[src/rtl/multicycle_control.sv]
// Purpose: multicycle MIPS main control FSM + ALU decoder; optional bne decode under MC_BNE_EN.
// Latency: Moore outputs from the state register; PCEn follows zero combinationally (0 cycles).
// Backpressure: none, one state per clock; lw 5, sw/R/addi 4, beq/j 3 cycles.
module multicycle_control (
    input  logic        clk,
    input  logic        reset,
    input  logic [5:0]  op,
    input  logic [5:0]  funct,
    input  logic        zero,
    output logic [14:0] control_bus,
    output logic [3:0]  state_out,
    output logic        illegal_op
);

    typedef enum logic [3:0] {
        FETCH    = 4'd0,
        DECODE   = 4'd1,
        MEMADR   = 4'd2,
        MEMRD    = 4'd3,
        MEMWB    = 4'd4,
        MEMWR    = 4'd5,
        EXECUTE  = 4'd6,
        ALUWB    = 4'd7,
        BRANCH   = 4'd8,
        ADDIEXEC = 4'd9,
        ADDIWB   = 4'd10,
        JUMP     = 4'd11
    } state_t;

    typedef struct packed {
        logic       iord;
        logic       mem_write;
        logic       ir_write;
        logic       pc_en;
        logic       alu_src_a;
        logic       reg_write;
        logic       reg_dst;
        logic       mem_to_reg;
        logic [1:0] pc_src;
        logic [1:0] alu_src_b;
        logic [2:0] alu_control;
    } ctrl_t;

    localparam logic [5:0] OP_RTYPE = 6'b000000;
    localparam logic [5:0] OP_LW    = 6'b100011;
    localparam logic [5:0] OP_SW    = 6'b101011;
    localparam logic [5:0] OP_BEQ   = 6'b000100;
    localparam logic [5:0] OP_ADDI  = 6'b001000;
    localparam logic [5:0] OP_J     = 6'b000010;
`ifdef MC_BNE_EN
    localparam logic [5:0] OP_BNE   = 6'b000101;
`endif

    state_t     state;
    state_t     state_nxt;
    logic       decode_illegal;
    ctrl_t      fsm_ctrl;
    ctrl_t      ctrl;
    logic       pc_write;
    logic       branch;
    logic [1:0] alu_op;
    logic [2:0] alu_control;
    logic       br_taken;
    logic       pc_en;

    always_ff @(posedge clk) begin
        if (reset) begin
            state      <= FETCH;
            illegal_op <= 1'b0;
        end else begin
            state <= state_nxt;
            if (decode_illegal) begin
                illegal_op <= 1'b1;
            end
        end
    end

    always_comb begin
        state_nxt      = FETCH;
        decode_illegal = 1'b0;
        fsm_ctrl       = '0;
        pc_write       = 1'b0;
        branch         = 1'b0;
        alu_op         = 2'b00;
        case (state)
            FETCH: begin
                state_nxt          = DECODE;
                fsm_ctrl.ir_write  = 1'b1;
                fsm_ctrl.alu_src_b = 2'b01;
                pc_write           = 1'b1;
            end
            DECODE: begin
                fsm_ctrl.alu_src_b = 2'b11;
                case (op)
                    OP_LW, OP_SW: state_nxt = MEMADR;
                    OP_RTYPE:     state_nxt = EXECUTE;
                    OP_BEQ:       state_nxt = BRANCH;
`ifdef MC_BNE_EN
                    OP_BNE:       state_nxt = BRANCH;
`endif
                    OP_ADDI:      state_nxt = ADDIEXEC;
                    OP_J:         state_nxt = JUMP;
                    default:      decode_illegal = 1'b1;
                endcase
            end
            MEMADR: begin
                state_nxt          = (op == OP_SW) ? MEMWR : MEMRD;
                fsm_ctrl.alu_src_a = 1'b1;
                fsm_ctrl.alu_src_b = 2'b10;
            end
            MEMRD: begin
                state_nxt     = MEMWB;
                fsm_ctrl.iord = 1'b1;
            end
            MEMWB: begin
                fsm_ctrl.mem_to_reg = 1'b1;
                fsm_ctrl.reg_write  = 1'b1;
            end
            MEMWR: begin
                fsm_ctrl.iord      = 1'b1;
                fsm_ctrl.mem_write = 1'b1;
            end
            EXECUTE: begin
                state_nxt          = ALUWB;
                fsm_ctrl.alu_src_a = 1'b1;
                alu_op             = 2'b10;
            end
            ALUWB: begin
                fsm_ctrl.reg_dst   = 1'b1;
                fsm_ctrl.reg_write = 1'b1;
            end
            BRANCH: begin
                fsm_ctrl.alu_src_a = 1'b1;
                fsm_ctrl.pc_src    = 2'b01;
                alu_op             = 2'b01;
                branch             = 1'b1;
            end
            ADDIEXEC: begin
                state_nxt          = ADDIWB;
                fsm_ctrl.alu_src_a = 1'b1;
                fsm_ctrl.alu_src_b = 2'b10;
            end
            ADDIWB: begin
                fsm_ctrl.reg_write = 1'b1;
            end
            JUMP: begin
                fsm_ctrl.pc_src = 2'b10;
                pc_write        = 1'b1;
            end
            default: state_nxt = FETCH;
        endcase
    end

    always_comb begin
        alu_control = 3'b010;
        case (alu_op)
            2'b01: alu_control = 3'b110;
            2'b10: begin
                case (funct)
                    6'b100010: alu_control = 3'b110;
                    6'b100100: alu_control = 3'b000;
                    6'b100101: alu_control = 3'b001;
                    6'b101010: alu_control = 3'b111;
                    default:   alu_control = 3'b010;
                endcase
            end
            default: alu_control = 3'b010;
        endcase
    end

    // op is held through BRANCH, so it selects the branch sense directly.
`ifdef MC_BNE_EN
    assign br_taken = branch & ((op == OP_BNE) ? ~zero : zero);
`else
    assign br_taken = branch & zero;
`endif
    assign pc_en = pc_write | br_taken;

    always_comb begin
        ctrl             = fsm_ctrl;
        ctrl.pc_en       = pc_en;
        ctrl.alu_control = alu_control;
    end

    assign control_bus = ctrl;
    assign state_out   = state;

endmodule
[config.mk]
export PLATFORM = sky130hd
export DESIGN_NAME = multicycle_control
export DESIGN_NICKNAME = d
export VERILOG_FILES = /design/src/rtl/multicycle_control.sv
export SDC_FILE = /design/constraint.sdc
export NUM_CORES = 1
export LEC_CHECK = 0
export CAP_MARGIN = 20
export CORE_MARGIN = 4
export CORE_UTILIZATION = 33
export DETAILED_ROUTE_END_ITERATION = 7
export PLACE_DENSITY_LB_ADDON = 0.12
export SLEW_MARGIN = 20
export SYNTH_ARGS = -nofsm -noshare
export SYNTH_HDL_FRONTEND = slang
export SYNTH_SLANG_ARGS = --single-unit
[constraint.sdc]
create_clock -name clk -period 1.6 [get_ports clk]
set_input_delay 0.16 -clock clk [delete_from_list [all_inputs] [get_ports clk]]
set_output_delay 0.16 -clock clk [all_outputs]
set_load 0.005 [all_outputs]
==> reports/qor.yml, run 1 <==
floorplan:
  die_width_um: 50.84
  die_h_um: 50.84
  die-area_sq_mm: 0.002584
  core_area_sq_mm: 0.001727
  pin_count: 35
  rows: 15
  start_util_pct: 35.07
timing:
  rsz0062_at_grt: "yes"
  fin_ws_ps: -370.8
  setup_viol: 5
  finalHoldViolCount: 0
  finClkSkew_ps: 6.409
  timing.slew.headroom_pct: 75.73
  period_share_pct: 123.2
  fin_crit_ps: 1971
  worst_slew_pin_slew_ps: 359.0
  slew_violations: 0
  fmax_ghz: 0.5074
global_route:
  antenna_found_initial: 0
  grt_usage_pct: 19.12
  grt_pass1_wl_mm: 3.622
  grt_remaining_overflow: 0
  grt_max_degree: 11
  grt_pass1_vias: 788
pwr:
  power_frac_seq_pct: 29.3
  p_int_mw: 0.3293
  peakVddDrop_mv: 0.3206
  p_sw_mw: 0.1328
  clkPwrFrac_pct: 33.0
  combPwrFrac_pct: 37.6
  finalPower_mw: 0.4621
  sw_frac_of_total_pct: 28.73
  p_per_area_mw_per_mm2: 369.3
  leakagePower_nw: 0.5478
clock_tree:
  htree_levels: 1
  clk_pin_slew_ps: 50
  cts_hold_buf: 0
  clk_latency_ps: 250
  cts_buffers: 3
  cts_root_buffer: "clkbuf_4"
  cts_buffer_depth: 2
  clock_sinks: 5
  cts_tree: "done"
detailed_routing:
  vias_per_cell: 5.067
  vias: 836
  drtIter0Drc: 9
  drtAntennaViolNets: 0
  drt-total-wl_mm: 2.284
  drtPass1Iterations: 4
  routedWlPerCell_um: 13.84
  drc_errors: 0
yosys:
  synthTopCellsByArea: "dfxtp_1, nor2_1, nor3_1, xor2_1, o21ai_0"
  yosysUniqueCellTypes: 31
  muxShareOfSynthArea_pct: 1.860
  synth_top_family_by_area: "simple AND/OR/NAND/NOR gates"
  syn_inst: 83
  syn-mean-instance-area_sq_um: 7.296
  ys_ff_latch: 5
  synth_top_area_share_pct: 16.53
  synth-warning-count: 0
  synth_xor_area_share_pct: 5.785
  syn-num-nets: 100
  yosys.area_share.simple_pct: 40.29
  seq_area_frac_synth_pct: 16.53
  synth_top_area_cell: "dfxtp_1"
  synth-compound-area-share_pct: 22.93
  synthAdderAreaFrac_pct: 4.132
  syn_area_sq_um: 605.6
finish:
  drive_gt1_share_pct: 42.14
  final_common_cell: "buf_4"
  fill_cells: 142
  antennaDiodeCount: 0
  area_growth_pct: 106.6
  final_core_util_pct: 72.46
  final_cell_mix: "buf_4, clkdlybuf4s50_1, nor2_1, nor3_1, dlygate4sd2_1"
  finalNetCount: 158
flow_run:
  drv_cap: 0
setup_path:
  rr_worst_depth: 6
  timing.rr.start: "state_out[1]"
  critical_path_arrival_ps: 1810
  path_class: "flop to primary output"
  r2r_end: "state_out[1]"
  critPathCaptureType: "primary output"
  start_kind: "flop"
  reg2reg_slack_ps: 200
  cp.required_ps: 1440
  critPathMaxFanout: 2
hold_path:
  min_from: "illegal_op"
  whs_path_depth: 2
  hold_path_class: "flop to flop"
  worstHoldEndpoint: "illegal_op"
placed_design:
  globalplace.congestion: 0.7970
  hpwl_mm: 1.453
  portBuffers: 34
status:
  failed_checks: "setup timing"
  status: "finished with violations"
[flip-flops by register name, summed over array words and instances, names as in the netlist]
register    cells
illegal_op      1
state_out       4
[layer usage]
metal,global-route usage [%],routed length [um],vias to the layer above
li1,-,-,415
met4,14.35,76,0
met2,36.30,1214,27
met1,17.91,865,387
met3,3.499,128,7
met5,0,0,-
[how the worst max path moves through the flow]
stage,from,depth (start not counted),slack (ps),end
final,state_out[2],8,-370,control_bus[0]
after global routing,state_out[2],8,-430,control_bus[0]
after CTS,state_out[2],8,-380,control_bus[0]
after detailed placement,funct[4],5,-400,control_bus[0]
after global placement,state_out[2],7,-320,control_bus[0]
after floorplan,state_out[2],6,9,control_bus[0]
[critical path: stages, from the launching register on]
cell,delay [ps]
dfxtp_2,310
nand2b_4,140
or3_4,390
ha_4,180
nand2_4,60
nor4_4,40
buf_4,130
a32o_1,190
buf_2,130
[logic make-up after synthesis]
| kind of cell | count (synthesis) |
|---|---|
| AOI/OAI and AO/OA | 20 |
| xor gates and xnor gates | 4 |
| adders and majority gates | 2 |
| buffers and inverters | 10 |
| DFF | 5 |
| muxes | 1 |
| and+or+nand+nor | 41 |
[power by group through the flow]
stage	clock (mW)	combinational (mW)	sequential [mW]
final	0.153	0.174	0.136
after global routing	0.162	0.185	0.136
after CTS	0.158	0.170	0.135
after detailed placement	0	0.154	0.138
after global placement	0	0.152	0.137
after floorplan	0	0.0664	0.141
[area by class of cell]
cell class / count / area (sq um) / share of cell area [%]
inverter: 4 / 17.52 / 1.400
multi-input combinational: 68 / 545.5 / 43.60
clock buffer: 4 / 26.28 / 2.100
sequential: 5 / 107.6 / 8.600
timing repair buffer: 59 / 523.0 / 41.80
tap: 25 / 31.28 / 2.500
[synth_stat cells]
library cell   n
a2111oi_2      2
a21oi_1        4
a21oi_2        1
a31oi_1        2
a32o_1         1
and3_1         2
buf_2          2
buf_4          3
clkbuf_1       1
dfxtp_1        5
ha_1           2
inv_1          4
mux2_2         1
nand2_1        3
nand2b_1       4
nand2b_4       2
nand3_1        4
nand3b_1       1
nor2_1        10
nor2b_1        1
nor3_1         7
nor3b_2        1
nor4_1         3
nor4b_1        1
nor4b_2        1
o211ai_1       1
o21ai_0        6
o21bai_1       1
o22ai_1        2
or3_1          1
xor2_1         4
[stage by stage]
stage	setup slack (ps)	setup TNS, ps	area, sq um	instances	hold WS, ps
2_1_floorplan	9.000	0	623.1	83	232.4
3_3_place_gp	-318.3	-1032	1031	147	453.2
3_5_place_dp	-402.4	-1235	1031	147	496.5
4_1_cts	-381.5	-1207	1231	164	507.4
5_1_grt	-433.3	-1563	1251	165	548.0
6_report	-370.8	-1228	1251	165	504.0
[repair_timing]
item	CTS	global route
resized for setup	55	8
endpoints found under the setup margin	15	11
buffers inserted	13	2
pin swaps	7	6
endpoints found under the hold margin	0	0
Note: power is estimated with default switching activity, not from simulation.
==> inputs of run 2 (changes only) <==
--- a/config.mk
+++ b/config.mk
@@ -6,9 +6,10 @@
 export NUM_CORES = 1
 export LEC_CHECK = 0
 export CAP_MARGIN = 20
-export CORE_MARGIN = 4
+export CORE_MARGIN = 1
 export CORE_UTILIZATION = 33
 export DETAILED_ROUTE_END_ITERATION = 7
+export MAX_ROUTING_LAYER = met4
 export PLACE_DENSITY_LB_ADDON = 0.12
 export SLEW_MARGIN = 20
 export SYNTH_ARGS = -nofsm -noshare
==> reports/qor.yml, run 2 (synthesized netlist as in run 1, its figures left out) <==
timing:
  fin_crit_ps: 1883
  setup_viol: 3
  slew_violations: 0
  worst_slew_pin_slew_ps: 392.1
  fmax_ghz: 0.5310
  timing.slew.headroom_pct: 73.49
  rsz0062_at_grt: "yes"
  fin_ws_ps: -283.4
  finalSetupTns_ps: -626.7
  period_share_pct: 117.7
  finalHoldViolCount: 0
  finClkSkew_ps: 2.086
finish:
  antennaDiodeCount: 0
  final_cell_mix: "clkdlybuf4s50_1, buf_4, nor2_1, nor3_1, dlygate4sd2_1"
  finalNetCount: 154
  drive_gt1_share_pct: 41.18
  final_common_cell: "clkdlybuf4s50_1"
  regArea_sq_um: 107.6
  multi_input_area_sq_um: 534.3
  fill_cells: 149
  area_growth_pct: 101.7
  final_core_util_pct: 70.72
  largest_register_ff_count: 4
floorplan:
  start_util_pct: 35.07
  die-area_sq_mm: 0.002010
  die_width_um: 44.84
  die_h_um: 44.84
  pin_count: 35
  core_area_sq_mm: 0.001727
  rows: 15
setup_path:
  max_stage_delay_ps: 400
  cp_num_buf_inv: 1
  reg2reg_slack_ps: 190
  cp_slowest_cell: "or3_4"
  cp_top_family: "simple AND/OR/NAND/NOR gates"
  timing.rr.start: "state_out[1]"
  path_class: "flop to primary output"
  critPathCaptureType: "primary output"
  rr_worst_depth: 5
  start_kind: "flop"
  cp.required_ps: 1440
  r2r_end: "state_out[0]"
  critPathMaxFanout: 2
  crit_chain: "nand2b_4 -> or3_4 -> ha_4 -> nand2_4 -> nor4_4 -> a32o_1 -> buf_2"
  critical_path_arrival_ps: 1720
global_route:
  use_met3_pct: 4.400
  top_usage_layer: "met2"
  grt_max_degree: 15
  antenna_found_initial: 0
  grt_pass1_wl_mm: 2.911
  grt_pass1_vias: 748
  grt_usage_pct: 20.12
  grt_remaining_overflow: 0
  grt_use_met1_pct: 22.28
  use_met2_pct: 34.12
detailed_routing:
  drt-total-wl_mm: 1.903
  routedWlPerCell_um: 11.82
  vias_per_cell: 4.975
  drc_errors: 0
  drtAntennaViolNets: 0
  drtIter0Drc: 9
  drtPass1Iterations: 4
  vias: 801
placed_design:
  portBuffers: 34
  globalplace.congestion: 0.7701
  hpwl_mm: 1.348
hold_path:
  whs_path_depth: 2
  worstHoldEndpoint: "illegal_op"
  min_from: "illegal_op"
  hold_path_class: "flop to flop"
pwr:
  leakagePower_nw: 0.5198
  peakVddDrop_mv: 0.3182
  p_per_area_mw_per_mm2: 375.7
clock_tree:
  cts_hold_buf: 0
  cts_tree: "done"
  clk_pin_slew_ps: 50
  cts_buffer_depth: 2
  clk_latency_ps: 250
  cts_buffers: 3
  clock_sinks: 5
  cts_root_buffer: "clkbuf_4"
  htree_levels: 1
flow_run:
  drv_cap: 0
status:
  status: "finished with violations"
  failed_checks: "setup timing"
-- run 2: where the power goes --
part	leakage, nW	switching, mW	internal [mW]
logic	0.462	0.0657	0.105
clock network	0.0150	0.0580	0.0947
registers	0.0429	0.00568	0.130
total	0.520	0.129	0.329
-- run 2: worst max-delay path by stage --
stage / depth (start not counted) / to / start / slack [ps]
floorplan: 6 / control_bus[0] / state_out[2] / 9
global placement: 7 / control_bus[0] / state_out[2] / -320
detailed placement: 7 / control_bus[0] / state_out[2] / -370
CTS: 8 / control_bus[2] / state_out[3] / -290
global route: 7 / control_bus[0] / state_out[2] / -330
finish: 7 / control_bus[0] / state_out[2] / -280
-- run 2: area by class of cell --
type	instances	share of cell area, %
inverter	4	1.230
multi-input combinational	68	43.75
timing repair buffer	55	41.50
clock buffer	4	2.152
sequential	5	8.811
tap	25	2.561
-- run 2: tightest hold or removal path, stage by stage, from the launching register on --
cell	delay [ps]
dfxtp_1	320
a31oi_1	40
nor2_1	70
-- run 2: what timing repair did --
item | 4_1_cts | 5_1_grt
pin swaps | 7 | 6
gates resized for setup | 48 | 16
setup buffers | 9 | 0
setup endpoints to repair | 15 | 11
-- run 2: per-stage QoR --
stage	cells	power [mW]	hold WS, ps	area, sq um	worst slack [ps]
after floorplan	83	0.2070	232.4	623.1	9.000
after global placement	148	0.2908	457.1	1039	-315.5
after detailed placement	148	0.2922	463.1	1039	-373.4
after CTS	161	0.4520	472.1	1172	-291.7
after global routing	161	0.4835	517.9	1221	-327.3
final	161	0.4588	468.9	1221	-283.4
-- run 2: per-layer routing --
layer / routed length [um] / vias to the layer above
met4: 22 / 0
met2: 988 / 37
met3: 140 / 4
li1: - / 406
met5: 0 / -
met1: 751 / 354
==> inputs of run 3 (changes only) <==
--- a/config.mk
+++ b/config.mk
@@ -5,6 +5,7 @@
 export SDC_FILE = /design/constraint.sdc
 export NUM_CORES = 1
 export LEC_CHECK = 0
+export ABC_CLOCK_PERIOD_IN_PS = 1600
 export CAP_MARGIN = 20
 export CORE_MARGIN = 1
 export CORE_UTILIZATION = 33
==> results of run 3 <==
The final DEF is identical to that of run 2; final timing and power are the same.
